File: config.mk
export PLATFORM = sky130hd
export DESIGN_NAME = pi_code_ctrl
export DESIGN_NICKNAME = d
export VERILOG_FILES = /design/src/rtl/pi_code_ctrl.sv
export SDC_FILE = /design/constraint.sdc
export NUM_CORES = 1
export LEC_CHECK = 0
export CAP_MARGIN = 20
export CORE_UTILIZATION = 50
export CTS_CLUSTER_DIAMETER = 120
export DETAILED_ROUTE_END_ITERATION = 16
export GPL_TIMING_DRIVEN = 0
export HOLD_SLACK_MARGIN = 0.12
export PLACE_DENSITY_LB_ADDON = 0.2
export SYNTH_ARGS = -nofsm -noshare
export SYNTH_HDL_FRONTEND = slang
export SYNTH_SLANG_ARGS = --single-unit
File: constraint.sdc
create_clock -name CLK -period 7.1 [get_ports CLK]
set_input_delay 1.42 -clock CLK [delete_from_list [all_inputs] [get_ports CLK]]
set_output_delay 1.42 -clock CLK [all_outputs]
set_load 0.1 [all_outputs]
File: src/rtl/pi_code_ctrl.sv
// pi_code_ctrl: bang-bang CDR phase-interpolator code sequencer.
//
// Early/late votes from the bang-bang phase detector are integrated in a
// signed accumulator. Reaching +/-VOTE_TH steps the 11-bit PI code, which
// wraps modulo 2048 so the phase stays continuous. Steps are coarse in ACQ and
// fine in TRACK. A counted number of direction reversals promotes ACQ to TRACK.
// A long run of same-direction steps in TRACK drops back to ACQ. FREEZE parks
// the controller in HOLD, and HOLD remembers the state it came from.
//
// Optional feature macro: PI_CTRL_EXT_LOAD_EN
//   When it is defined, the LOAD / LOAD_CODE ports are added. They force the
//   code to an external value and restart acquisition. Without the macro the
//   code changes only through votes or reset.
module pi_code_ctrl #(
  parameter int INIT_CODE  = 0,
  parameter int VOTE_TH    = 8,
  parameter int ACQ_STEP   = 16,
  parameter int TRK_STEP   = 1,
  parameter int REV_LOCK   = 4,
  parameter int RUN_UNLOCK = 16
) (
  input  logic        CLK,
  input  logic        RST,
  input  logic        VOTE_VLD,
  input  logic        UP,
  input  logic        DN,
  input  logic        FREEZE,
  output logic [10:0] Code,
  output logic        CODE_UPD,
  output logic        LOCK
`ifdef PI_CTRL_EXT_LOAD_EN
  ,
  input  logic        LOAD,
  input  logic [10:0] LOAD_CODE
`endif
);

  typedef enum logic [1:0] {
    ST_ACQ   = 2'd0,
    ST_TRACK = 2'd1,
    ST_HOLD  = 2'd2
  } state_t;

  localparam logic [10:0]        INIT_CODE_C  = 11'(INIT_CODE);
  localparam logic [10:0]        ACQ_STEP_C   = 11'(ACQ_STEP);
  localparam logic [10:0]        TRK_STEP_C   = 11'(TRK_STEP);
  localparam logic signed [7:0]  TH_POS       = 8'(VOTE_TH);
  localparam logic signed [7:0]  TH_NEG       = -TH_POS;
  localparam logic [7:0]         REV_LOCK_C   = 8'(REV_LOCK);
  localparam logic [7:0]         RUN_UNLOCK_C = 8'(RUN_UNLOCK);

  // External load path; without the feature it is tied inactive.
  logic        load_w;
  logic [10:0] load_code_w;
`ifdef PI_CTRL_EXT_LOAD_EN
  assign load_w      = LOAD;
  assign load_code_w = LOAD_CODE;
`else
  assign load_w      = 1'b0;
  assign load_code_w = INIT_CODE_C;
`endif

  // State registers and their next-state values.
  state_t           state_q, state_d;
  state_t           prior_q, prior_d;     // state to resume after HOLD
  logic signed [7:0] acc_q, acc_d;
  logic [10:0]      code_q, code_d;
  logic             upd_q, upd_d;
  logic             lock_q, lock_d;
  logic             dir_vld_q, dir_vld_d; // last_dir is meaningful
  logic             dir_q, dir_d;         // last step direction, 1 = up
  logic [7:0]       rev_q, rev_d;
  logic [7:0]       run_q, run_d;

  // Combinational helpers.
  logic signed [7:0] acc_sum;
  logic              step_up;
  logic              step_dn;
  logic [10:0]       step_sz;
  logic [7:0]        rev_inc;
  logic [7:0]        run_inc;

  // Vote integration and step detection (only meaningful outside HOLD).
  always_comb begin
    acc_sum = acc_q;
    if (VOTE_VLD && UP && !DN) begin
      acc_sum = acc_q + 8'sd1;
    end else if (VOTE_VLD && DN && !UP) begin
      acc_sum = acc_q - 8'sd1;
    end
    step_up = (acc_sum == TH_POS);
    step_dn = (acc_sum == TH_NEG);
    step_sz = (state_q == ST_TRACK) ? TRK_STEP_C : ACQ_STEP_C;
    rev_inc = rev_q + 8'd1;
    // A run continues only when the previous step is known and in the same
    // direction; the first step after entering TRACK (run_q == 0) restarts at 1.
    if ((run_q != 8'd0) && dir_vld_q && (dir_q == step_up)) begin
      run_inc = run_q + 8'd1;
    end else begin
      run_inc = 8'd1;
    end
  end

  // Next-state logic: the load path comes first, then FREEZE/HOLD, then vote steps.
  always_comb begin
    state_d   = state_q;
    prior_d   = prior_q;
    acc_d     = acc_q;
    code_d    = code_q;
    upd_d     = 1'b0;
    dir_vld_d = dir_vld_q;
    dir_d     = dir_q;
    rev_d     = rev_q;
    run_d     = run_q;

    if (load_w) begin
      state_d   = ST_ACQ;
      prior_d   = ST_ACQ;
      acc_d     = '0;
      code_d    = load_code_w;
      upd_d     = 1'b1;
      dir_vld_d = 1'b0;
      rev_d     = '0;
      run_d     = '0;
    end else if (FREEZE) begin
      // A threshold vote landing together with FREEZE is discarded.
      state_d = ST_HOLD;
      if (state_q != ST_HOLD) begin
        prior_d = state_q;
      end
      acc_d = '0;
    end else if (state_q == ST_HOLD) begin
      // The release cycle itself ignores votes; integration restarts from zero.
      state_d   = prior_q;
      acc_d     = '0;
      dir_vld_d = 1'b0;
    end else begin
      acc_d = acc_sum;
      if (step_up || step_dn) begin
        acc_d     = '0;
        upd_d     = 1'b1;
        code_d    = step_up ? (code_q + step_sz) : (code_q - step_sz);
        dir_d     = step_up;
        dir_vld_d = 1'b1;
        if (state_q == ST_ACQ) begin
          if (dir_vld_q && (dir_q != step_up)) begin
            if (rev_inc == REV_LOCK_C) begin
              state_d = ST_TRACK;
              rev_d   = '0;
              run_d   = '0;
            end else begin
              rev_d = rev_inc;
            end
          end
        end else begin
          if (run_inc == RUN_UNLOCK_C) begin
            // A long one-sided run means the loop lost lock; reacquire coarsely.
            state_d   = ST_ACQ;
            rev_d     = '0;
            run_d     = '0;
            dir_vld_d = 1'b0;
          end else begin
            run_d = run_inc;
          end
        end
      end
    end

    lock_d = (state_d == ST_TRACK) ||
             ((state_d == ST_HOLD) && (prior_d == ST_TRACK));
  end

  // Register all state and outputs; synchronous reset has priority over everything.
  always_ff @(posedge CLK) begin
    if (RST) begin
      state_q   <= ST_ACQ;
      prior_q   <= ST_ACQ;
      acc_q     <= '0;
      code_q    <= INIT_CODE_C;
      upd_q     <= 1'b0;
      lock_q    <= 1'b0;
      dir_vld_q <= 1'b0;
      dir_q     <= 1'b0;
      rev_q     <= '0;
      run_q     <= '0;
    end else begin
      state_q   <= state_d;
      prior_q   <= prior_d;
      acc_q     <= acc_d;
      code_q    <= code_d;
      upd_q     <= upd_d;
      lock_q    <= lock_d;
      dir_vld_q <= dir_vld_d;
      dir_q     <= dir_d;
      rev_q     <= rev_d;
      run_q     <= run_d;
    end
  end

  assign Code     = code_q;
  assign CODE_UPD = upd_q;
  assign LOCK     = lock_q;

endmodule

==> results.md <==
- Result of the run: finished, final reports clean
- Post-Route Setup TNS: 0 ns
- Share of the synthesized area in compound gates (AO/OA/AOI/OAI): 20.3%
- Total of hold buffers inserted after clock tree synthesis: 0
- Final count of hold timing violations: 0
- Static leakage: 1.32 nW
- PwrDens: 152 nW/um^2
- IO Count: 19
- Simple-gate area share of the yosys netlist: 31.6%
- Clock-pin transition on the worst setup and hold timing paths: 0.08 ns
- Number of setup violations in the final report: 0
- Number of DRC violations after detailed routing: 0
- Achievable Freq: 0.189 GHz
- Type of element capturing the critical path: flip-flop
- Detail Placement HPWL: 4620 um
- Post-layout nets: 423
- Final weighted congestion in routability-driven placement: 0.847
- IO buf count: 16
- Maximum fanout along the worst path: 10
- Via density per instance: 5.76
- XOR/XNOR share of the synthesized area: 3.48%
- Share of cell area taken by muxes after synthesis: 1.99%
- CTS tree: yes
- Number of synthesized flops with an enable pin: 0
- Minimum setup slack among reg-to-reg paths: 2.77 ns
- Leading cell type in the layout, fill and taps excluded: sky130_fd_sc_hd__dfxtp_1
- Cells resized by post-CTS repair: 0
- Period utilisation layout: 74.7%
- Effective utilization at floorplan: 53.2%
- Cell area after synthesis: 3020 um^2
- Critical Path RT: 7.35 ns
- Cell variety after synth: 67
- Synthesized netlist cell count: 377
- Worst VDD drop: 0.0000885 V
- Relative max-transition margin: 34.8%
- Max-cap violations: 0
- Vias: 2724
- Number of register bits inferred by synthesis: 43
- Minimum setup slack after placement: 1.53 ns
- Signed area change from the synthesized netlist to the final layout: 12.0%
- Fraction of layout instances using a drive strength above 1: 10.5%
- Most used cells in the layout excluding fill and tap cells: sky130_fd_sc_hd__dfxtp_1 (43), sky130_fd_sc_hd__nor2_1 (42), sky130_fd_sc_hd__a21oi_1 (36), sky130_fd_sc_hd__o21ai_0 (24)
- Cell at the root of the clock tree: sky130_fd_sc_hd__clkbuf_8
- Final count of pins violating max slew: 0
- Total grt overflow: 0
- Number of post-CTS setup repair buffers: 0
- Synth warnings: 0
- Largest net degree at the start of global routing: 15
- Post-route setup slack: 1.80 ns
- Chip height: 79.7 um
- Wire length per cell: 13.5 um
- Part of the Yosys area used for sequential elements: 28.5%
- Type of element launching the critical path: input port
- Clock insertion delay at the later pin of the skew report: 0.30 ns
- Standard-cell row count: 27
- Die ar.: 6360 um^2
- Antenna-violating nets left: 0
- Post-detailed-routing wire length: 6380 um
- Clock buffers created by TritonCTS: 5
- Die width: 79.7 um
- Async set-or-reset flop fraction in the synthesized netlist: 0%
- Clock tree buffer depth: 2
- Vias in the first global route: 2558
- GRT Overall Usage: 21.8%
- CTS sink cnt: 43
- RSZ-0062 raised after global routing: false
- Mapped Avg Cell Area: 8.01 um^2
- Critical path data arrival time: 5.55 ns
- Worst hold path class: reg -> reg
- Antenna Cells: 0
- Total nets after synthesis: 400
- Iteration-0 DRC Markers: 182
- Level count of the clock H-tree: 2
- Antenna violations before repair: 0
- Slew @ Worst Pin: 0.976 ns
- Iteration count of the initial detailed-routing pass: 4
- Clock skew: 0.0116 ns
- Start-to-end type of the worst setup path: in -> reg
- Global-route wire length before repair: 11200 um
- Most used flip-flop cell after synthesis: sky130_fd_sc_hd__dfxtp_1
- Synth Area in Adders: 7.29%
- Largest family of logic cells by synthesized area: simple AND/OR/NAND/NOR gates
- Time the final worst path needs with I/O delays and setup: 5.30 ns
- Floorplan core area: 5680 um^2
==> worst max-delay path, cell delays in order <==
cell	delay, ns
sky130_fd_sc_hd__clkdlybuf4s50_1	0.47
sky130_fd_sc_hd__buf_4	0.18
sky130_fd_sc_hd__nand3b_4	0.14
sky130_fd_sc_hd__a2bb2oi_2	0.19
sky130_fd_sc_hd__o21ai_0	0.29
sky130_fd_sc_hd__nand4_1	0.22
sky130_fd_sc_hd__or2_1	0.27
sky130_fd_sc_hd__buf_2	0.16
sky130_fd_sc_hd__nand2_1	0.12
sky130_fd_sc_hd__inv_1	0.09
sky130_fd_sc_hd__ha_1	0.27
sky130_fd_sc_hd__a21o_1	0.18
sky130_fd_sc_hd__a21oi_1	0.20
sky130_fd_sc_hd__o21ai_0	0.11
sky130_fd_sc_hd__a21oi_1	0.22
sky130_fd_sc_hd__o21ai_0	0.19
sky130_fd_sc_hd__a21o_1	0.21
sky130_fd_sc_hd__a21oi_1	0.18
sky130_fd_sc_hd__nor4bb_1	0.30
sky130_fd_sc_hd__a311o_1	0.14
==> worst paths after layout <==
kind,endpoint,start,cells after the start
max,Code[9]$_SDFFE_PP0P_,VOTE_VLD,20
max reg2reg,Code[9]$_SDFFE_PP0P_,acc_q[1]$_SDFF_PP0_,20
min reg2reg,rev_q[4]$_SDFFE_PP0P_,rev_q[4]$_SDFFE_PP0P_,1
min,rev_q[4]$_SDFFE_PP0P_,rev_q[4]$_SDFFE_PP0P_,1
==> cell type report <==
type / instances / area [um^2]
fillers: 541 / 2290
multi-input cells: 297 / 1950
flip-flops and latches: 43 / 861
repair buffers: 16 / 160
plain buffers: 18 / 136
well taps: 72 / 90.1
inverters: 19 / 71.3
clock buffers: 5 / 68.8
clock inverters: 3 / 43.8
==> kinds of logic after synthesis <==
family	Yosys count
fa+ha+maj	17
buf+inv	37
simple gates	165
xor+xnor	12
mux	6
compound gates	97
flops	43
==> layer usage <==
metal | part of all wire [%] | track usage [%] | vias to the layer above | wire length, um
li1 | - | - | 1415 | -
met1 | 51 | 28.7 | 1265 | 3250
met2 | 45 | 35.5 | 36 | 2840
met3 | 3.0 | 4.00 | 8 | 193
met4 | 1.5 | 7.86 | 0 | 97
met5 | 0 | 0 | - | 0
==> through the flow <==
step	std cells	total power [mW]	cell area, um^2	hold WS, ns	utilization [%]
6_report	473	0.514	3380	0.508	59.6
3_3_place_gp	465	0.322	3270	0.477	57.6
3_5_place_dp	465	0.323	3270	0.494	57.6
5_1_grt	473	0.536	3380	0.533	59.6
4_1_cts	473	0.519	3380	0.512	59.6
2_1_floorplan	377	0.308	3020	0.454	-
==> sequential cells by signal, summed over array words and instances (netlist names) <==
name,count
Code,11
acc_q,8
rev_q,8
run_q,8
prior_q,2
state_q,2
CODE_UPD,1
LOCK,1
dir_q,1
dir_vld_q,1
==> synth_stat cells (5+ instances only) <==
master / instances / area share [%]
sky130_fd_sc_hd__inv_1: 19 / 2.4
sky130_fd_sc_hd__nand4_1: 8 / 1.7
sky130_fd_sc_hd__or3_1: 8 / 1.7
sky130_fd_sc_hd__a21o_1: 7 / 1.7
sky130_fd_sc_hd__ha_1: 16 / 6.6
sky130_fd_sc_hd__nand3_1: 13 / 2.2
sky130_fd_sc_hd__dfxtp_1: 43 / 28
sky130_fd_sc_hd__nor3_1: 9 / 1.5
sky130_fd_sc_hd__o21ai_0: 24 / 4.0
sky130_fd_sc_hd__nand2b_1: 6 / 1.2
sky130_fd_sc_hd__xnor2_1: 8 / 2.3
sky130_fd_sc_hd__clkbuf_1: 5 / 0.62
sky130_fd_sc_hd__nor2_1: 42 / 5.2
sky130_fd_sc_hd__and3_1: 7 / 1.4
sky130_fd_sc_hd__a21oi_1: 36 / 6.0
sky130_fd_sc_hd__mux2i_1: 6 / 2.0
sky130_fd_sc_hd__nand2_1: 19 / 2.4
sky130_fd_sc_hd__a31oi_1: 5 / 1.0
sky130_fd_sc_hd__and2_1: 9 / 1.9
==> report_power, final <==
part	internal [mW]	total, mW	switching [mW]
sequential	0.244	0.246	0.00283
combinational	0.0287	0.0718	0.0431
clock	0.105	0.196	0.0912
No activity file was read; power rests on OpenSTA's default activity.
